$ cat src/rtl/stepper_pkg.sv
`default_nettype none
// ============================================================================
// Module      : stepper_pkg
// Description : Shared state encoding and defaults for the step pulse
//               generator and its helpers.
// Revision    : 1.0 - initial release
// ============================================================================
package stepper_pkg;

    // Default number of cycles dir_out is held before the first STEP rise.
    localparam int unsigned C_DIR_SETUP_DEFAULT = 8;

    // State encodings, 3 bits wide.
    localparam logic [2:0] C_ST_IDLE  = 3'd0;
    localparam logic [2:0] C_ST_SETUP = 3'd1;
    localparam logic [2:0] C_ST_HIGH  = 3'd2;
    localparam logic [2:0] C_ST_LOW   = 3'd3;
    localparam logic [2:0] C_ST_DONE  = 3'd4;

    typedef enum logic [2:0] {
        ST_IDLE  = C_ST_IDLE,
        ST_SETUP = C_ST_SETUP,
        ST_HIGH  = C_ST_HIGH,
        ST_LOW   = C_ST_LOW,
        ST_DONE  = C_ST_DONE
    } state_t;

endpackage : stepper_pkg
`default_nettype wire

$ cat src/rtl/cycle_timer.sv
`default_nettype none
// ============================================================================
// Module      : cycle_timer
// Description : Loadable down-counter. Loading value V gives V+1 cycles,
//               with expired high on the last of them (count == 0).
// Revision    : 1.0 - initial release
// ============================================================================
module cycle_timer #(
    parameter int DATA_WIDTH = 32
) (
    input  logic                  clk_in,
    input  logic                  rst_in,
    input  logic                  load,
    input  logic [DATA_WIDTH-1:0] load_value,
    output logic                  expired
);

    logic [DATA_WIDTH-1:0] r_count;

    // Count down to zero and hold there until reloaded.
    always_ff @(posedge clk_in) begin
        if (rst_in) begin
            r_count <= '0;
        end else if (load) begin
            r_count <= load_value;
        end else if (r_count != '0) begin
            r_count <= r_count - 1'b1;
        end
    end

    assign expired = (r_count == '0);

endmodule : cycle_timer
`default_nettype wire

$ cat src/rtl/step_pulse_gen.sv
`default_nettype none
// ============================================================================
// Module      : step_pulse_gen
// Description : Generates a timed STEP/DIR pulse train for a stepper driver
//               with start/abort/done handshake and a steps_done count.
// Revision    : 1.0 - initial release
// ============================================================================
module step_pulse_gen
    import stepper_pkg::*;
#(
    parameter int DATA_WIDTH = 32,
    parameter int DIR_SETUP  = C_DIR_SETUP_DEFAULT
) (
    input  logic                  clk_in,
    input  logic                  rst_in,
    input  logic                  start,
    input  logic                  abort,
    input  logic                  direction,
    input  logic [DATA_WIDTH-1:0] step_count,
    input  logic [DATA_WIDTH-1:0] half_period,
    output logic                  step_out,
    output logic                  dir_out,
    output logic                  busy,
    output logic                  done,
    output logic [DATA_WIDTH-1:0] steps_done
);

    localparam logic [DATA_WIDTH-1:0] C_SETUP_M1 = DATA_WIDTH'(DIR_SETUP - 1);

    state_t                r_state;
    state_t                w_state_nxt;
    logic [DATA_WIDTH-1:0] r_count;
    logic [DATA_WIDTH-1:0] r_half;
    logic [DATA_WIDTH-1:0] r_steps;
    logic                  r_abort_pending;
    logic                  r_step_out;
    logic                  r_dir;
    logic                  r_busy;
    logic                  r_done;

    logic                  w_accept;
    logic                  w_load;
    logic [DATA_WIDTH-1:0] w_load_value;
    logic                  w_steps_inc;
    logic                  w_set_pending;
    logic                  w_expired;
    logic [DATA_WIDTH-1:0] w_h_m1;

    // A zero half-period is treated as one cycle per phase.
    assign w_h_m1   = (r_half == '0) ? '0 : (r_half - 1'b1);
    assign w_accept = (r_state == ST_IDLE) && start && !abort;

    cycle_timer #(
        .DATA_WIDTH (DATA_WIDTH)
    ) u_timer (
        .clk_in     (clk_in),
        .rst_in     (rst_in),
        .load       (w_load),
        .load_value (w_load_value),
        .expired    (w_expired)
    );

    // Next-state decode and phase timer reload.
    always_comb begin
        w_state_nxt   = r_state;
        w_load        = 1'b0;
        w_load_value  = w_h_m1;
        w_steps_inc   = 1'b0;
        w_set_pending = 1'b0;
        unique case (r_state)
            ST_IDLE: begin
                if (w_accept) begin
                    w_load       = 1'b1;
                    w_load_value = C_SETUP_M1;
                    w_state_nxt  = (step_count == '0) ? ST_DONE : ST_SETUP;
                end
            end
            ST_SETUP: begin
                if (abort) begin
                    w_state_nxt = ST_DONE;
                end else if (w_expired) begin
                    w_load      = 1'b1;
                    w_state_nxt = ST_HIGH;
                end
            end
            ST_HIGH: begin
                // The high phase always runs to completion; an abort only
                // redirects the exit to DONE.
                if (w_expired) begin
                    w_steps_inc = 1'b1;
                    if (abort || r_abort_pending) begin
                        w_state_nxt = ST_DONE;
                    end else begin
                        w_load      = 1'b1;
                        w_state_nxt = ST_LOW;
                    end
                end else if (abort) begin
                    w_set_pending = 1'b1;
                end
            end
            ST_LOW: begin
                if (abort) begin
                    w_state_nxt = ST_DONE;
                end else if (w_expired) begin
                    if (r_steps == r_count) begin
                        w_state_nxt = ST_DONE;
                    end else begin
                        w_load      = 1'b1;
                        w_state_nxt = ST_HIGH;
                    end
                end
            end
            ST_DONE: begin
                w_state_nxt = ST_IDLE;
            end
            default: begin
                w_state_nxt = ST_IDLE;
            end
        endcase
    end

    // State, latched move parameters, step counter and registered outputs.
    always_ff @(posedge clk_in) begin
        if (rst_in) begin
            r_state         <= ST_IDLE;
            r_count         <= '0;
            r_half          <= '0;
            r_steps         <= '0;
            r_abort_pending <= 1'b0;
            r_step_out      <= 1'b0;
            r_dir           <= 1'b0;
            r_busy          <= 1'b0;
            r_done          <= 1'b0;
        end else begin
            r_state    <= w_state_nxt;
            r_step_out <= (w_state_nxt == ST_HIGH);
            r_busy     <= (w_state_nxt != ST_IDLE);
            r_done     <= (w_state_nxt == ST_DONE);
            if (w_accept) begin
                r_dir   <= direction;
                r_count <= step_count;
                r_half  <= half_period;
                r_steps <= '0;
            end else if (w_steps_inc) begin
                r_steps <= r_steps + 1'b1;
            end
            if (w_state_nxt == ST_IDLE) begin
                r_abort_pending <= 1'b0;
            end else if (w_set_pending) begin
                r_abort_pending <= 1'b1;
            end
        end
    end

    assign step_out   = r_step_out;
    assign dir_out    = r_dir;
    assign busy       = r_busy;
    assign done       = r_done;
    assign steps_done = r_steps;

endmodule : step_pulse_gen
`default_nettype wire
$ cat config.mk
export PLATFORM = sky130hd
export DESIGN_NAME = step_pulse_gen
export DESIGN_NICKNAME = d
export VERILOG_FILES = /design/src/rtl/stepper_pkg.sv /design/src/rtl/cycle_timer.sv /design/src/rtl/step_pulse_gen.sv
export SDC_FILE = /design/constraint.sdc
export NUM_CORES = 1
export LEC_CHECK = 0
export CORE_ASPECT_RATIO = 1.4
export CORE_MARGIN = 5
export CORE_UTILIZATION = 35
export CTS_CLUSTER_SIZE = 24
export DETAILED_ROUTE_END_ITERATION = 6
export DONT_BUFFER_PORTS = 1
export PLACE_DENSITY = 0.53
export SLEW_MARGIN = 40
export SYNTH_ARGS = -nofsm -noshare
export SYNTH_HDL_FRONTEND = slang
export SYNTH_SLANG_ARGS = --single-unit
$ cat constraint.sdc
create_clock -name clk_in -period 2.71 [get_ports clk_in]
set_input_delay 0.4065 -clock clk_in [delete_from_list [all_inputs] [get_ports clk_in]]
set_output_delay 0.4065 -clock clk_in [all_outputs]
set_load 0.02 [all_outputs]
## Word level (Yosys, flattened, before mapping)

Index checks and enable logic that the tools add are counted.

| word-level totals | value |
|---|---|
| bits of input ports | 69 |
| memories | 0 |
| memory bits (read-only) | 0 |
| flip-flop bits (word level) | 136 |
| word-level logic and storage cells | 61 |
| output and inout bits | 36 |
| memory bits (writable) | 0 |
| latch bits | 0 |

| operators by class | value |
|---|---|
| bitwise operators | 0 |
| $lt $le $gt $ge | 0 |
| divide/modulo/power cells | 0 |
| add/subtract/negate cells | 3 |
| eq/ne operators | 6 |
| shifts and indexed selects | 0 |
| $mul | 0 |
| multiplexer cells | 28 |
| reductions and logical operators | 14 |

Operator list:

| kind | count |
|---|---|
| $mux 32 | 5 |
| $logic_not 32->1 | 3 |
| $sub 32x1->32 const B | 2 |
| $add 32x1->32 const B | 1 |
| $eq 32x32->1 | 1 |
| $reduce_bool 32->1 | 1 |
| $mux 3 | 9 |
| $mux 1 | 12 |
| $pmux 3 s4 | 1 |
| $eq 3x2->1 const B | 3 |
| $logic_not 3->1 | 2 |
| $pmux 1 s4 | 1 |
| $reduce_or 2->1 | 2 |
| $eq 3x1->1 const B | 1 |
| $eq 3x3->1 const B | 1 |
| $reduce_bool 3->1 | 1 |
| $logic_and 1x1->1 | 2 |
| $reduce_bool 2->1 | 1 |
| $logic_not 1->1 | 1 |
| $logic_or 1x1->1 | 1 |

## Depth between registers and ports, before layout

Gate-level depths: netlist of the first run.

| logic depth | value |
|---|---|
| depth after elaboration | 7 |
| depth in mapped cells | 13 |
| depth with buffers taken out | 9 |

## Hierarchy

Synthesis of the first run repeated with hierarchy kept, for this count alone.

| unflattened totals | value |
|---|---|
| cell total of the unflattened synthesis | 884 |
| area, all modules | 7043.0 um^2 |

Modules (own cells, without submodules):

| module | cells an instance | seq. area each (um^2) | area each (um^2) | times used |
|---|---|---|---|---|
| step_pulse_gen | 674 | 2082.0 | 5208.7 | 1 |
| cycle_timer | 210 | 640.6 | 1834.3 | 1 |

## Worst setup path before layout of the first run

OpenSTA, ideal clock, no wires.

| timing | value |
|---|---|
| path kind | register -> register |
| start point | register u_timer.r_count[13] |
| end point | register u_timer.r_count[3] |
| path buffers | 2 |
| library setup time | 0.088 ns |
| arrival time | 2.386 ns |
| cell stages (with the launch flop) | 10 |
| clock period less this slack | 2.474 ns |
| path slack | 0.236 ns |
| data required time | 2.622 ns |
| path through | dfxtp_1 -> or4_4 -> and4bb_2 -> and3_1 -> buf_4 -> nand2_2 -> or3_1 -> buf_2 -> and2_4 -> a311oi_2 |

| on the way | value |
|---|---|
| word-level cells in the longest chain between the ends | 5 |
| elaborated cells on any way between the ends | 10 |
| classes of those cells | mux: 7; reduce/logical: 3 |

RTL lines:

| element | RTL line | RTL |
|---|---|---|
| start, declared | cycle_timer.sv:18 | `logic [DATA_WIDTH-1:0] r_count;` |
| start signal, assigned | cycle_timer.sv:25 | `r_count <= load_value;` |
| start signal, assigned | cycle_timer.sv:27 | `r_count <= r_count - 1'b1;` |
| $logic_not 32->1 | cycle_timer.sv:31 | `assign expired = (r_count == '0);` |
| $mux 1 (on tied branches) | step_pulse_gen.sv:104, step_pulse_gen.sv:81 |  |
| $mux 1 (on tied branches) | step_pulse_gen.sv:102, step_pulse_gen.sv:79 |  |
| $pmux 1 s4 | step_pulse_gen.sv:70 | `unique case (r_state)` |
| $mux 32 or $reduce_bool 2->1 (tied branches) | - |  |

Parallel ways exist; a longest one is shown, timed or not.
A chain may end at the register's enable or synchronous reset.

## Worst setup path after layout of the first run

| timing | value |
|---|---|
| start point | register r_count[24] |
| end point | register u_timer.r_count[24] |

| on the way | value |
|---|---|
| word-level cells in the longest chain between the ends | 6 |
| elaborated cells on any way between the ends | 7 |
| classes of those cells | eq/ne: 1; mux: 5; reduce/logical: 1 |

RTL lines:

| element | RTL line | RTL |
|---|---|---|
| start, declared | step_pulse_gen.sv:32 | `logic [DATA_WIDTH-1:0] r_count;` |
| start signal, assigned | step_pulse_gen.sv:141 | `r_count <= step_count;` |
| $eq 32x32->1 (*) | step_pulse_gen.sv:105 | `if (r_steps == r_count) begin` |
| $mux 1 (*) | step_pulse_gen.sv:105 |  |
| $mux 1 (*) | step_pulse_gen.sv:104 | `end else if (w_expired) begin` |
| $mux 1 (*) | step_pulse_gen.sv:102 | `if (abort) begin` |
| $pmux 1 s4 (*) | step_pulse_gen.sv:70 |  |
| $mux 32 or $reduce_bool 2->1 (tied branches) | - |  |

Every way passes the cells marked *; elsewhere a longest branch is shown, timed or not.

==> results of run 1 <==
cells in the final DEF (no fill, tap or decap), types with 19 or more instances in the layout:
master   synthesis  final
a21oi_1         76     76
buf_4            1     71
dfxtp_1        136    135
nand2_1        159    159
nand3_1         20     19
nor2_1          63     63
nor4_1          37     37
o22ai_1         22     22
or3_1           23     23
xnor2_1         42     42
xor2_1          63     63
cell families after synthesis:
| family | share of synthesized area [%] |
|---|---|
| AND/OR/NAND/NOR | 28.5 |
| AO/OA/AOI/OAI | 12.5 |
| flip-flops | 40.7 |
| XOR/XNOR | 13.8 |
| buffers and inverters | 3.16 |
| adder cells (fa/ha/maj) | 0.935 |
| multiplexers | 0.449 |
sequential cells by signal (all words and copies together), names as in the netlist:
register         cells
u_timer.r_count     32
r_count             32
done                 1
r_abort_pending      1
r_half              32
steps_done          32
r_state              3
step_out             1
busy                 1
dir_out              1
worst max-delay path by stage:
stage / to / slack [ns]
2_1_floorplan: u_timer.r_count[3] / 0.24
3_3_place_gp: busy / 0.16
3_5_place_dp: busy / 0.09
4_1_cts: busy / 0.07
5_1_grt: u_timer.r_count[7] / 0.005
6_report: u_timer.r_count[24] / 0.11
report_power, final:
part           internal (uW)  switching, uW
Sequential              2290            272
Clock                   1360            896
Combinational           1230           1380
metrics by stage:
step | instances | worst slack (ns)
after detailed placement | 1105 | 0.0851
final | 1135 | 0.107
after global placement | 1105 | 0.164
after CTS | 1135 | 0.0698
after global routing | 1135 | 0.00511
after floorplan | 832 | 0.236
worst max-delay path: stages, from the launching register on:
cell      delay [ns]
dfxtp_1         0.32
xor2_1          0.16
nor4_1          0.56
nand4_1         0.25
o41ai_1         0.39
buf_4           0.18
o21a_1          0.16
nand2b_1        0.27
o22ai_1         0.24
layout make-up:
type / instances / area, sq um / area share [%]
clock buffers: 18 / 439 / 5.52
multi-input cells: 643 / 3760 / 47.3
inverters: 9 / 33.8 / 0.424
repair buffers: 73 / 564 / 7.09
flip-flops and latches: 136 / 2720 / 34.2
clock inverters: 12 / 130 / 1.63
well taps: 244 / 305 / 3.83
layer usage:
layer / vias up / global-route usage (%)
met2: 118 / 33.4
met1: 2794 / 19.6
li1: 3006 / -
met3: 38 / 4.07
met5: - / 0
met4: 0 / 8.94
==> flow_summary.ini, run 1 <==
[routing]
drt_iter0_drc = 297
routedWlPerCell_um = 17.7
wl_um = 20100
wl_met1_um = 7790
met3WireLength_um = 939
highest-signal-layer = met4
drtAntennaViolNets = 0
num_vias = 5956
drc = 0
dr.pass1.iters = 4
routed-wl-met2_um = 10600
via_per_inst = 5.25

[place]
place_congestion = 0.841
dp_hpwl_um = 15000
place_area_sq_um = 7380
port_buffers = 0

[setup_path]
worstSetupPathType = register to register
r2r-end = u_timer.r_count[24]
crit_path_max_fanout = 10
critPathLaunchType = register
reg2reg_depth = 8
r2r_start = r_count[24]
critical_path_required_ns = 3.05
end_kind = register
r2r_slack_ns = 0.11
critPathArrivalTime_ns = 2.95
crit_start = r_count[24]

[synthesis]
syn-num-nets = 906
synth.top_cell.area_share_pct = 40.7
synth-edff-count = 0
syn_inst = 832
ys_async_sr_fraction_pct = 0
syn_avg_cell_area_sq_um = 8.04
synth_most_common_cell = nand2_1
yosysUniqueCellTypes = 54
ys_seq_area_share_pct = 40.7
synth_top_cell_by_area = dfxtp_1
synth_seq_cells = 136
synth_ff_type = dfxtp_1
ys_top_cells_by_area = dfxtp_1, nand2_1, xor2_1, a21oi_1, xnor2_1
netlist_area_sq_um = 6690
yosysWarnings = 0
synth_common_cells = nand2_1, dfxtp_1, a21oi_1

[grt]
grt_overflow_total = 0
antenna_found_initial = 0
grt_pass1_vias = 5940
grt_pass1_wl_um = 31800
grt_max_degree = 82
gr-usage-all-layers_pct = 18.3

[min_path]
hold_start = rst_in
whs_path_depth = 1
hold_path_end = r_count[20]
hold_class = input port to register

[clock_network]
cts_buffers = 17
clk_pin_slew_ns = 0.06
post_cts_buffers = 0
cts_resized = 0
clockBufferDepth = 2
cts_tree = yes
cts_sinks = 136
hold_buffers = 0
clk_latency_ns = 0.42
cts.htree.levels = 4
cts_root_buffer = clkbuf_16

[die]
rows = 59
ioPinCount = 105
die-area_sq_um = 22000
fp.dieW_um = 127
core_area_sq_um = 18700
initial_core_util_pct = 35.8
die_y_um = 174

[timing]
min_period_ns = 2.60
max_slew.worst_pin.slew_ns = 0.604
setup_viol = 0
rsz0062_at_grt = no
hold_viol_final = 0
clock.fmax_mhz = 384
finalCritPeriodShare_pct = 96.0
max_slew_margin_pct = 59.3
finalSetupTns_ns = 0
fin_worst_skew_ns = 0.00753
drv_slew = 0
holdWs_ns = 0.0536

[run]
maxCapViolations = 0

[power]
power_leakage_uw = 0.00309
ir_worst_vdd_mv = 0.504
power_uw = 7430
power_density_nw_per_um2 = 933

[outcome]
status = finished, final reports clean

[finish]
fillerInstances = 1946
drive_gt1_share_pct = 13.8
design_area_sq_um = 7960
final_util_pct = 42.6
nets = 954
diodes = 0
area_growth_pct = 19.0
(Power assumes the default switching activity.)
==> run 2: changes to the inputs <==
CELL_PAD_IN_SITES_DETAIL_PLACEMENT = 1   (was not set)
CELL_PAD_IN_SITES_GLOBAL_PLACEMENT = 1   (was not set)
PLACE_DENSITY = 0.66   (was 0.53)
==> run 2 against run 1 <==
Core utilization up 0.68 points; count of clock-buffer cells in the layout unchanged; worst hold slack better by 0.0021 ns; sequential cell count unchanged; non-clock buffer count down 1; worst setup slack better by 0.019 ns; critical path depth down 1; largest cell class unchanged.
==> flow_summary.ini, run 2 (synthesis gave the netlist of run 1 again) <==
[outcome]
status = finished, final reports clean

[setup_path]
crit_path_max_fanout = 6
r2r-end = u_timer.r_count[21]
critPathArrivalTime_ns = 2.94
critPathLaunchType = register
r2r_slack_ns = 0.13
reg2reg_depth = 7
end_kind = register
critical_path_required_ns = 3.07
r2r_start = u_timer.r_count[4]
worstSetupPathType = register to register

[die]
ioPinCount = 105
core_area_sq_um = 18700
fp.dieW_um = 127
die-area_sq_um = 22000
rows = 59
die_y_um = 174
initial_core_util_pct = 35.8

[timing]
fin_worst_skew_ns = 0.00818
setup_viol = 0
max_slew_margin_pct = 62.6
worst_slack_ns = 0.126
max_slew.worst_pin.slew_ns = 0.555
hold_viol_final = 0
drv_slew = 0
finalCritPeriodShare_pct = 95.3
finalSetupTns_ns = 0
clock.fmax_mhz = 387
min_period_ns = 2.58
rsz0062_at_grt = no

[clock_network]
cts_tree = yes
clk_latency_ns = 0.43
cts_root_buffer = clkbuf_16
clk_pin_slew_ns = 0.06
clockBufferDepth = 2
cts.htree.levels = 4
cts_sinks = 136
cts_buffers = 17

[routing]
via_per_inst = 5.45
drt_iter0_drc = 332
dr.pass1.iters = 4
routedWlPerCell_um = 19.4
wl_um = 22000
drtAntennaViolNets = 0
drc = 0
num_vias = 6188

[power]
ir_worst_vdd_mv = 0.464
pwr-share-comb_pct = 34.5
power_uw = 7870
switching_share_pct = 34.2
p_int_uw = 5180
p_seq_share_pct = 32.9
power_leakage_uw = 0.00315
power_density_nw_per_um2 = 972
clock_power_share_pct = 32.7
p_sw_uw = 2690

[place]
pre_cts_ws_ns = -0.0366
dp_hpwl_um = 17000
place_congestion = 0.874
port_buffers = 0

[finish]
final_common_cell = nand2_1
area_growth_pct = 21.0
diodes = 0
nets = 953
drive_gt1_share_pct = 14.3
layout_common_cells = nand2_1, dfxtp_1, a21oi_1

[min_path]
whs_path_depth = 1
hold_path_end = dir_out
hold_class = input port to register
hold_start = rst_in

[grt]
antenna_found_initial = 0
grt_pass1_vias = 6774
grt_pass1_wl_um = 35400
grt_max_degree = 82
gr-usage-all-layers_pct = 20.1
grt_overflow_total = 0

[run]
maxCapViolations = 0
[run 2: what timing repair did]
action	in CTS	in global routing
hold buffers	0	0
buffers inserted	0	4
endpoints found under the setup margin	8	22
resized for setup	1	9
[run 2: metrics by stage]
| stage | std cells | instance area, sq um | hold slack, ns | utilization (%) |
|---|---|---|---|---|
| after floorplan | 832 | 6690 | 0.441 | - |
| after global placement | 1100 | 7360 | 0.452 | 39.4 |
| after detailed placement | 1100 | 7360 | 0.458 | 39.4 |
| after CTS | 1132 | 8010 | 0.0324 | 42.9 |
| after global routing | 1136 | 8090 | 0.0315 | 43.3 |
| final | 1136 | 8090 | 0.0556 | 43.3 |
[run 2: critical path, stage by stage, from the launching register on]
cell and delay (ns):
dfxtp_1 0.36, or4_1 0.60, or4_1 0.56, or3_1 0.37
nor2_1 0.16, nand3b_1 0.12, o32a_1 0.29, o21ai_1 0.07
[run 2: worst max-delay path by stage]
stage | slack [ns] | from | end | cells after the start
3_5_place_dp | -0.04 | r_count[4] | u_timer.r_count[11] | 8
3_3_place_gp | 0.14 | u_timer.r_count[13] | steps_done[17] | 7
5_1_grt | 0.002 | u_timer.r_count[13] | steps_done[12] | 8
2_1_floorplan | 0.24 | u_timer.r_count[13] | u_timer.r_count[3] | 9
4_1_cts | 0.008 | u_timer.r_count[13] | busy | 7
6_report | 0.13 | u_timer.r_count[4] | u_timer.r_count[21] | 7
[run 2: power groups by stage]
stage	logic [uW]	registers (uW)	clock network (uW)
after floorplan	1840	2530	0
after global placement	2450	2580	0
after detailed placement	2550	2620	0
after CTS	2610	2580	2620
after global routing	2960	2620	2710
final	2710	2590	2570
[run 2: area by class of cell]
cell class	count	area [sq um]
timing repair buffer	72	569
clock buffer	18	429
inverter	9	33.8
sequential	136	2720
tap	244	305
multi-input combinational	643	3810
fill	2236	10600
clock inverter	14	221
[run 2: routing by layer]
layer  up-vias  GRT usage (%)  wire (um)
met5         -              0          0
met3        45           4.44        831
met1      3015           20.8       8160
met2       116           38.0      12200
li1       3012              -          -
met4         0           9.08        831
==> run 3: changes to the inputs <==
CTS_BUF_LIST = sky130_fd_sc_hd__clkbuf_4 sky130_fd_sc_hd__clkbuf_8 sky130_fd_sc_hd__clkbuf_16   (was not set)
CTS_CLUSTER_SIZE = not set   (was 24)
==> run 3 against run 2 <==
Worst setup slack got worse by 0.0015 ns; first-iteration DRC count increased by 6.6%; clock skew about the same; via count decreased by 0.15%; cell count unchanged; die area unchanged; count of clock-buffer cells in the layout unchanged; non-clock buffer count unchanged; register-to-register slack about the same; critical path depth unchanged; global-route usage increased by 0.057 points.
==> flow_summary.ini, run 3 (synthesis gave the netlist of run 1 again) <==
[outcome]
status = finished, final reports clean

[die]
rows = 59
die-area_sq_um = 22000
core_area_sq_um = 18700
fp.dieW_um = 127
ioPinCount = 105
die_y_um = 174
initial_core_util_pct = 35.8

[power]
power_density_nw_per_um2 = 972
pwr-share-comb_pct = 34.4
clock_power_share_pct = 32.7
p_int_uw = 5190
switching_share_pct = 34.1
p_sw_uw = 2680
power_leakage_uw = 0.00315
p_seq_share_pct = 32.9
ir_worst_vdd_mv = 0.457

[grt]
grt_pass1_vias = 6791
gr-usage-all-layers_pct = 20.2
antenna_found_initial = 0
grt_overflow_total = 0
grt_max_degree = 82
grt_pass1_wl_um = 35600

[routing]
drt_iter0_drc = 354
routedWlPerCell_um = 19.4
drc = 0
num_vias = 6179
drtAntennaViolNets = 0
wl_um = 22100
via_per_inst = 5.44
dr.pass1.iters = 4

[finish]
layout_common_cells = nand2_1, dfxtp_1, a21oi_1
final_common_cell = nand2_1
diodes = 0
area_growth_pct = 21.0
final_util_pct = 43.3
drive_gt1_share_pct = 14.5
final_cells = 1136
fillerInstances = 2233
nets = 953

[place]
place_congestion = 0.874
port_buffers = 0
dpl.cell_count = 1100
dp_hpwl_um = 17000

[setup_path]
slowest_delay_ns = 0.60
reg2reg_depth = 7
crit_start = u_timer.r_count[4]
setup.worst_path.end = u_timer.r_count[21]
cp_common_cell = or4_1
worstSetupPathType = register to register
end_kind = register
path_cells = or4_1, or4_1, or3_1, nor2_1, nand3b_1, o32a_1, o21ai_1
crit_path_max_fanout = 6
critPathArrivalTime_ns = 2.94
r2r_start = u_timer.r_count[4]
r2r_slack_ns = 0.12
critPathLaunchType = register
r2r-end = u_timer.r_count[21]
critical_path_required_ns = 3.07
cp_slowest_cell = or4_1

[timing]
min_period_ns = 2.59
clock.fmax_mhz = 387
finalCritPeriodShare_pct = 95.4
hold_viol_final = 0
holdWs_ns = 0.0556
finalSetupTns_ns = 0
max_slew.worst_pin.slew_ns = 0.554
fin_worst_skew_ns = 0.00836
drv_slew = 0
setup_viol = 0
max_slew_margin_pct = 62.7

[clock_network]
cts_buffers = 17
cts_root_buffer = clkbuf_16
clockBufferDepth = 2
hold_buffers = 0
clk_latency_ns = 0.42
cts_sinks = 136
clk_pin_slew_ns = 0.06
cts_tree = yes
cts.htree.levels = 4

[min_path]
hold_class = input port to register
hold_start = rst_in

[run]
maxCapViolations = 0
-- run 3: cell types whose count changed in the layout (fill, tap and decap cells not counted) --
| cell | delta |
|---|---|
| clkbuf_1 | -1 |
| clkbuf_4 | +1 |
-- run 3: what timing repair did --
| item | 4_1_cts | 5_1_grt |
|---|---|---|
| resized for setup | 2 | 8 |
| pin swaps | 0 | 0 |
| buffers inserted | 0 | 4 |
| setup endpoints to repair | 10 | 21 |
-- run 3: critical path, delay by kind of cell (launching register included) --
| kind | cells | cell delay (ns) |
|---|---|---|
| AO/OA/AOI/OAI | 2 | 0.36 |
| AND/OR/NAND/NOR | 5 | 1.81 |
| flip-flops | 1 | 0.36 |
-- run 3: cell type report --
class / count / area [sq um] / area share (%)
clock buffers: 18 / 433 / 5.35
clock inverters: 14 / 221 / 2.74
repair buffers: 72 / 569 / 7.03
well taps: 244 / 305 / 3.77
inverters: 9 / 33.8 / 0.417
multi-input cells: 643 / 3810 / 47.0
flip-flops and latches: 136 / 2720 / 33.6
-- run 3: per-layer routing --
metal  up-vias  global-route usage (%)  wire length [um]
met1      3014                    21.0              8160
li1       3014                       -                 -
met4         0                    8.77               734
met2       113                    38.2             12300
met5         -                       0                 0
met3        38                    4.28               861
-- run 3: per-stage QoR --
step	setup slack, ns	area, sq um	total power, uW
global route	-0.00309	8090	8290
finish	0.125	8090	7870
detailed placement	-0.0366	7360	5170
CTS	0.00803	8030	7820
floorplan	0.236	6690	4380
global placement	0.137	7360	5030
-- run 3: worst min-delay path by stage --
| stage | to | slack (ns) | depth (start not counted) |
|---|---|---|---|
| 2_1_floorplan | u_timer.r_count[21] | 0.44 | 2 |
| 3_3_place_gp | r_count[19] | 0.45 | 2 |
| 3_5_place_dp | r_count[19] | 0.46 | 2 |
| 4_1_cts | r_count[18] | 0.04 | 1 |
| 5_1_grt | r_count[18] | 0.03 | 1 |
| 6_report | r_count[18] | 0.06 | 1 |
-- run 3: power by group through the flow --
stage | clock network [uW] | registers (uW) | logic [uW]
2_1_floorplan | 0 | 2530 | 1840
3_3_place_gp | 0 | 2580 | 2450
3_5_place_dp | 0 | 2620 | 2550
4_1_cts | 2630 | 2580 | 2610
5_1_grt | 2710 | 2620 | 2960
6_report | 2580 | 2580 | 2710
